$ cat src/rtl/iob_rom_arb.sv
// Round-robin arbiter that shares one synchronous-read ROM port between NUM_REQ
// requester lanes. At most one read is in flight. A response can be accepted and a
// new read issued in the same cycle, so the arbiter sustains one read per cycle.
module iob_rom_arb #(
  parameter int unsigned NUM_REQ = 4,
  parameter int unsigned ADDR_W  = 11,
  parameter int unsigned DATA_W  = 32
) (
  input  logic                      clk,
  input  logic                      arst_n,
  input  logic [NUM_REQ-1:0]        req_valid,
  input  logic [NUM_REQ*ADDR_W-1:0] req_addr,
  output logic [NUM_REQ-1:0]        req_ready,
  output logic [NUM_REQ-1:0]        rsp_valid,
  output logic [DATA_W-1:0]         rsp_data,
  input  logic [NUM_REQ-1:0]        rsp_ready,
  output logic                      rom_r_en,
  output logic [ADDR_W-1:0]         rom_addr,
  input  logic [DATA_W-1:0]         rom_r_data,
  output logic                      busy
);

  localparam int unsigned ID_W = (NUM_REQ > 1) ? $clog2(NUM_REQ) : 1;
  // One spare bit so last_q + offset can exceed NUM_REQ-1 before the modulo fold.
  localparam logic [ID_W:0] NumReqW = (ID_W + 1)'(NUM_REQ);

  logic            rsp_pend_q, rsp_pend_d;
  logic [ID_W-1:0] rsp_id_q, rsp_id_d;
  logic [ID_W-1:0] last_q, last_d;

  logic            rsp_fire;
  logic            can_issue;
  logic            issue;
  logic            found;
  logic [ID_W-1:0] pick;

  assign rsp_fire  = rsp_pend_q & rsp_ready[rsp_id_q];
  assign can_issue = ~rsp_pend_q | rsp_fire;
  // Gating with arst_n keeps every output low while reset is asserted.
  assign issue     = arst_n & can_issue & found;

  // Round-robin pick: search upward from last_q+1, wrapping at NUM_REQ.
  always_comb begin
    logic [ID_W:0] sum;
    found = 1'b0;
    pick  = '0;
    sum   = '0;
    for (int unsigned off = 1; off <= NUM_REQ; off++) begin
      sum = {1'b0, last_q} + (ID_W + 1)'(off);
      if (sum >= NumReqW) begin
        sum = sum - NumReqW;
      end
      if (!found && req_valid[sum[ID_W-1:0]]) begin
        found = 1'b1;
        pick  = sum[ID_W-1:0];
      end
    end
  end

  // Request-side outputs: grant and ROM access only in an issue cycle.
  always_comb begin
    req_ready = '0;
    rom_r_en  = 1'b0;
    rom_addr  = '0;
    if (issue) begin
      req_ready[pick] = 1'b1;
      rom_r_en        = 1'b1;
      for (int unsigned i = 0; i < NUM_REQ; i++) begin
        if (ID_W'(i) == pick) begin
          rom_addr = req_addr[i*ADDR_W +: ADDR_W];
        end
      end
    end
  end

  // Response-side outputs: ROM data passes straight through, held by the ROM while idle.
  always_comb begin
    rsp_valid           = '0;
    rsp_valid[rsp_id_q] = rsp_pend_q;
    rsp_data            = rom_r_data;
    busy                = rsp_pend_q;
  end

  // Next-state: issue takes priority over a plain response accept.
  always_comb begin
    rsp_pend_d = rsp_pend_q;
    rsp_id_d   = rsp_id_q;
    last_d     = last_q;
    if (issue) begin
      rsp_pend_d = 1'b1;
      rsp_id_d   = pick;
      last_d     = pick;
    end else if (rsp_fire) begin
      rsp_pend_d = 1'b0;
    end
  end

  // State registers; last_q resets to the top lane so lane 0 wins first.
  always_ff @(posedge clk or negedge arst_n) begin
    if (!arst_n) begin
      rsp_pend_q <= 1'b0;
      rsp_id_q   <= '0;
      last_q     <= ID_W'(NUM_REQ - 1);
    end else begin
      rsp_pend_q <= rsp_pend_d;
      rsp_id_q   <= rsp_id_d;
      last_q     <= last_d;
    end
  end

endmodule

$ cat config.mk
export PLATFORM = sky130hd
export DESIGN_NAME = iob_rom_arb
export DESIGN_NICKNAME = d
export VERILOG_FILES = /design/src/rtl/iob_rom_arb.sv
export SDC_FILE = /design/constraint.sdc
export NUM_CORES = 1
export LEC_CHECK = 0
export CORE_MARGIN = 1
export CORE_UTILIZATION = 26
export CTS_CLUSTER_SIZE = 25
export DETAILED_ROUTE_END_ITERATION = 8
export PLACE_DENSITY = 0.86
export SKIP_CTS_REPAIR_TIMING = 1
export SYNTH_ARGS = -nofsm -noshare
export SYNTH_HDL_FRONTEND = slang
export SYNTH_SLANG_ARGS = --single-unit
$ cat constraint.sdc
create_clock -name clk -period 3.8 [get_ports clk]
set_input_delay 0.95 -clock clk [delete_from_list [all_inputs] [get_ports clk]]
set_output_delay 0.95 -clock clk [all_outputs]
set_load 0.01 [all_outputs]
==> flow_summary.yaml, run 1 <==
grt:
  grt_pass1_wl_um: 4690
  antenna_found_initial: 0
  overflow: 0
  track_usage_pct: 14.8
  grt_max_degree: 26
  grt_pass1_vias: 1036
power_and_ir_drop:
  clkPwrFrac_pct: 10.9
  switching_share_pct: 37.9
  power_mw: 0.882
  irDropWorstVdd_mv: 0.164
  power_density_mw_per_mm2: 500
  p_sw_mw: 0.335
  comb_power_share_pct: 74.9
  leakage_nw: 0.982
  p_int_mw: 0.547
  seq_power_share_pct: 14.2
routing:
  drt_first_pass_iters: 6
  drc: 0
  wl_per_cell_um: 14.7
  via_count: 1021
  drt_wl_total_um: 3220
  drtIter0Drc: 45
  antenna_left: 0
  viasPerCell: 4.66
worst_setup_path:
  ff2ff_setup_slack_ns: 1.99
  required_ns: 2.85
  cp_data_arrival_time_ns: 2.77
  reg2reg_to: "rsp_id_q[1]$_DFFE_PN0P_"
  crit_start: "req_valid[0]"
  critPathKind: "input pin to primary output"
  reg2reg_depth: 8
  r2r_start: "rsp_id_q[0]$_DFFE_PN0P_"
  startpoint_type: "input pin"
  cp-end-kind: "primary output"
  cp_max_fo: 5
logic_synthesis:
  synth_top_area_share_pct: 25.0
  synth_top_area_cell: "buf_4"
  synth_commonest_cells: "33 x buf_4, 23 x mux2i_1, 9 x o22ai_1"
  synth_area_per_cell_um2: 8.68
  ys_top_cells_by_area: "buf_4 25%, mux2i_1 23%, dfrtp_1 7.6%, o22ai_1 5.7%, dfstp_2 5.3%"
  ys_warn_count: 0
  yosys.cell_types.count: 30
  async_reset_ff_share_pct: 100
  yosysSeqAreaShare_pct: 12.9
  ys_ff_latch: 5
  synth_edf_count: 0
  synth_area_um2: 990
  ys.flop_type: "dfrtp_1"
  yosysMostFrequentCell: "buf_4"
  syn-instance-count: 114
  syn_nets: 200
final_layout:
  syn_to_final_growth_pct: 78.0
  final_nets: 258
  filler_cell_count: 351
  regArea_um2: 128
  drive_gt1_share_pct: 19.3
  antenna_cells: 0
  multiInputGateArea_um2: 577
flow_run:
  maxCapViolations: 0
timing:
  slew_viol_final: 0
  clock_skew_ns: 0.00138
  period_share_pct: 97.8
  slew_headroom_pct: 78.0
  final_hold_viol_count: 0
  setup_viol: 0
  max_freq_mhz: 269
  tightest_slew_ns: 0.327
  whs_ns: 0.511
  min_period_ns: 3.72
  rsz0062_at_grt: "no"
floorplanning:
  die_area_mm2: 0.00406
  core-area_mm2: 0.00366
  die_w_um: 63.7
  die_h_um: 63.7
  io_pins: 139
  start_util_pct: 27.0
  rows: 22
placement:
  dp_hpwl_um: 2500
  io_buffers: 74
  routabilityCongestion: 0.701
clock_network:
  cts_tree: "done"
  cts.sinks: 5
  cts-root-buf: "clkbuf_8"
  clkLatencyLatePin_ns: 0.22
  path_clk_slew_ns: 0.03
  cts_buffers: 3
  htreeDepth: 1
  cts_buffer_depth: 2
min_path:
  holdCritStartpoint: "last_q[1]$_DFFE_PN1P_"
  min_path_type: "register to register"
  min_to: "last_q[1]$_DFFE_PN1P_"
  min_path_cells: 2
run_status:
  outcome: "complete, no violations"
-- critical path: stages --
cell and delay [ns]:
clkdlybuf4s50_1 0.44, o41ai_2 0.40, buf_4 0.18, nand2b_4 0.13, inv_4 0.05, buf_4 0.15, clkdlybuf4s50_1 0.47
-- cell type report --
type	instances	area share [%]
Inverter	3	0.781
Timing Repair Buffer	89	53.3
Tap cell	48	3.41
Sequential cell	5	7.24
Clock buffer	4	2.56
Multi-Input combinational cell	70	32.7
-- cell families (layout without fill, tap and decap cells) --
family	Yosys count	in the layout	share of synthesized area, %
flops	5	5	12.9
mux	24	24	25.5
buf+inv	40	96	30.7
simple gates	24	25	15.2
compound gates	21	21	15.7
-- worst max-delay path by stage --
stage | to | cells past startpoint | slack [ns]
floorplan | rom_addr[0] | 7 | 0.83
global placement | rom_addr[2] | 9 | -0.20
detailed placement | rom_addr[5] | 9 | -0.23
CTS | rom_addr[2] | 9 | -0.27
global route | rom_r_en | 7 | 0.06
finish | rom_r_en | 7 | 0.08
-- registers in the layout, summed over array words and instances, names as in the netlist --
signal    flops
last_q        2
rsp_id_q      2
busy          1
-- stage by stage --
step           setup TNS, ns  cell area [um^2]  cells  worst slack, ns  utilization [%]
2_1_floorplan              0               990    114            0.825                -
3_3_place_gp           -2.45              1620    211           -0.202             44.1
3_5_place_dp           -2.93              1620    211           -0.229             44.1
4_1_cts                -3.39              1660    215           -0.265             45.4
5_1_grt                    0              1760    219           0.0568             48.1
6_report                   0              1760    219           0.0823             48.1
-- cells in the final DEF (no fill, tap or decap), types with 2 or more instances in the layout --
cell type and instances:
nand2b_1 2, dfstp_2 2, buf_12 2, nor3b_1 2, nand2b_4 2, o22ai_2 2, o22ai_1 9, dfrtp_1 3
clkbuf_8 3, buf_4 12, nand2_1 7, mux2i_1 23, inv_1 2, nor2_1 5, dlymetal6s2s_1 17, o21a_1 2
clkdlybuf4s50_1 57, nor3_1 2
-- power groups by stage --
| stage | Combinational [mW] | Clock, mW | Sequential, mW |
|---|---|---|---|
| finish | 0.660 | 0.0963 | 0.125 |
| global route | 0.716 | 0.102 | 0.130 |
| CTS | 0.630 | 0.0983 | 0.125 |
| detailed placement | 0.627 | 0 | 0.125 |
| global placement | 0.617 | 0 | 0.123 |
| floorplan | 0.405 | 0 | 0.108 |
-- metal layers --
layer  global-route usage (%)  part of all wire (%)  up-vias
met4                     5.97                  0.43        0
met2                     30.1                    57       63
li1                         -                     -      487
met1                     13.1                    34      469
met5                        0                     0        -
met3                     4.35                   8.4        2
No activity file was read; power rests on OpenSTA's default activity.
==> run 2, diff against run 1 <==
- SETUP_SLACK_MARGIN: default -> 0.15
==> flow_summary.yaml, run 2 (synthesis gave the netlist of run 1 again) <==
run_status:
  outcome: "complete, no violations"
grt:
  track_usage_pct: 14.8
  antenna_found_initial: 0
  overflow: 0
  grt_pass1_wl_um: 4690
  grt_pass1_vias: 1036
  grt_max_degree: 26
worst_setup_path:
  cp_max_fo: 12
  max_stage_delay_ns: 0.44
  required_ns: 2.85
  cp-end-kind: "primary output"
  cp_data_arrival_time_ns: 2.64
  critPathKind: "input pin to primary output"
  startpoint_type: "input pin"
  worstPathCellList: "clkdlybuf4s50_1, buf_4, nand2_1, o21ai_2, nor3_4, buf_6, clkbuf_16, mux2i_1, o22ai_1, dlymetal6s2s_1"
  cp_slowest_cell: "clkdlybuf4s50_1"
floorplanning:
  die_h_um: 63.7
  core-area_mm2: 0.00366
  rows: 22
  start_util_pct: 27.0
  die_w_um: 63.7
  io_pins: 139
  die_area_mm2: 0.00406
power_and_ir_drop:
  power_mw: 0.870
  p_int_mw: 0.534
  p_sw_mw: 0.335
  power_density_mw_per_mm2: 504
  irDropWorstVdd_mv: 0.164
  seq_power_share_pct: 14.4
  comb_power_share_pct: 74.5
  switching_share_pct: 38.6
  clkPwrFrac_pct: 11.1
  leakage_nw: 0.916
timing:
  period_share_pct: 94.5
  max_freq_mhz: 278
  slew_headroom_pct: 78.0
  clock_skew_ns: 0.00135
  setup_viol: 0
  tightest_slew_ns: 0.326
  rsz0062_at_grt: "yes"
  final_hold_viol_count: 0
  min_period_ns: 3.59
  slew_viol_final: 0
placement:
  place_inst: 211
  dp_hpwl_um: 2500
  routabilityCongestion: 0.701
  dpl_cell_area_mm2: 0.00162
  io_buffers: 74
final_layout:
  layout_commonest_cell: "clkdlybuf4s50_1"
  layout_common_cells: "55 x clkdlybuf4s50_1, 23 x mux2i_1, 13 x dlymetal6s2s_1"
  filler_cell_count: 357
  drive_gt1_share_pct: 22.8
  final_area_mm2: 0.00173
  syn_to_final_growth_pct: 74.3
  final_nets: 258
  antenna_cells: 0
  stdcell_count: 219
clock_network:
  htreeDepth: 1
  cts.sinks: 5
  cts-root-buf: "clkbuf_8"
  cts_buffers: 3
  path_clk_slew_ns: 0.03
  cts_tree: "done"
  cts_buffer_depth: 2
  clkLatencyLatePin_ns: 0.22
routing:
  wl_per_cell_um: 14.7
  via_count: 1016
  drt_first_pass_iters: 4
  drc: 0
  antenna_left: 0
  drtIter0Drc: 44
  drt_wl_total_um: 3210
  viasPerCell: 4.64
min_path:
  min_path_type: "register to register"
flow_run:
  maxCapViolations: 0
## run 2: per-layer routing
metal  track usage [%]  routed length [um]
met4              5.97                  14
met5                 0                   0
met2              30.1                1860
met1              13.1                1080
met3              4.35                 260
## run 2: layout make-up
class	instances	area [um^2]	area share (%)
multi-input cells	70	577	33.4
inverters	3	13.8	0.798
flip-flops and latches	5	128	7.40
clock buffers	4	45.0	2.61
well taps	48	60.1	3.48
repair buffers	89	902	52.3
## run 2: through the flow
stage / worst slack [ns] / TNS, ns / util, % / hold WS (ns)
after global placement: -0.202 / -2.45 / 44.1 / 0.499
after CTS: -0.265 / -3.39 / 45.4 / 0.513
after floorplan: 0.825 / 0 / - / 0.541
after global routing: 0.0897 / 0 / 47.1 / 0.565
after detailed placement: -0.229 / -2.93 / 44.1 / 0.506
final: 0.208 / 0 / 47.1 / 0.512
## run 2: power groups by stage
stage | logic (mW) | registers [mW] | clock network (mW)
6_report | 0.648 | 0.125 | 0.0963
5_1_grt | 0.705 | 0.130 | 0.102
4_1_cts | 0.630 | 0.125 | 0.0983
3_5_place_dp | 0.627 | 0.125 | 0
3_3_place_gp | 0.617 | 0.123 | 0
2_1_floorplan | 0.405 | 0.108 | 0
## run 2: path summary, 6_finish.rpt
| check | slack, ns | endpoint | from | depth (start not counted) |
|---|---|---|---|---|
| setup / recovery | 0.21 | rom_addr[8] | req_valid[0] | 10 |
| hold / removal | 0.51 | last_q[1]$_DFFE_PN1P_ | last_q[1]$_DFFE_PN1P_ | 2 |
| setup reg to reg | 1.99 | rsp_id_q[1]$_DFFE_PN0P_ | rsp_id_q[0]$_DFFE_PN0P_ | 8 |
| hold reg to reg | 0.51 | last_q[1]$_DFFE_PN1P_ | last_q[1]$_DFFE_PN1P_ | 2 |
| max in group asynchronous | 2.50 | last_q[0]$_DFFE_PN1P_ | arst_n | 2 |
| min in group asynchronous | 1.10 | busy$_DFFE_PN0P_ | arst_n | 2 |
## run 2: worst max-delay path, delay by kind of cell
kind | cells | cell delay, ns
mux | 1 | 0.20
buf+inv | 5 | 1.08
simple gates | 2 | 0.24
compound gates | 2 | 0.16
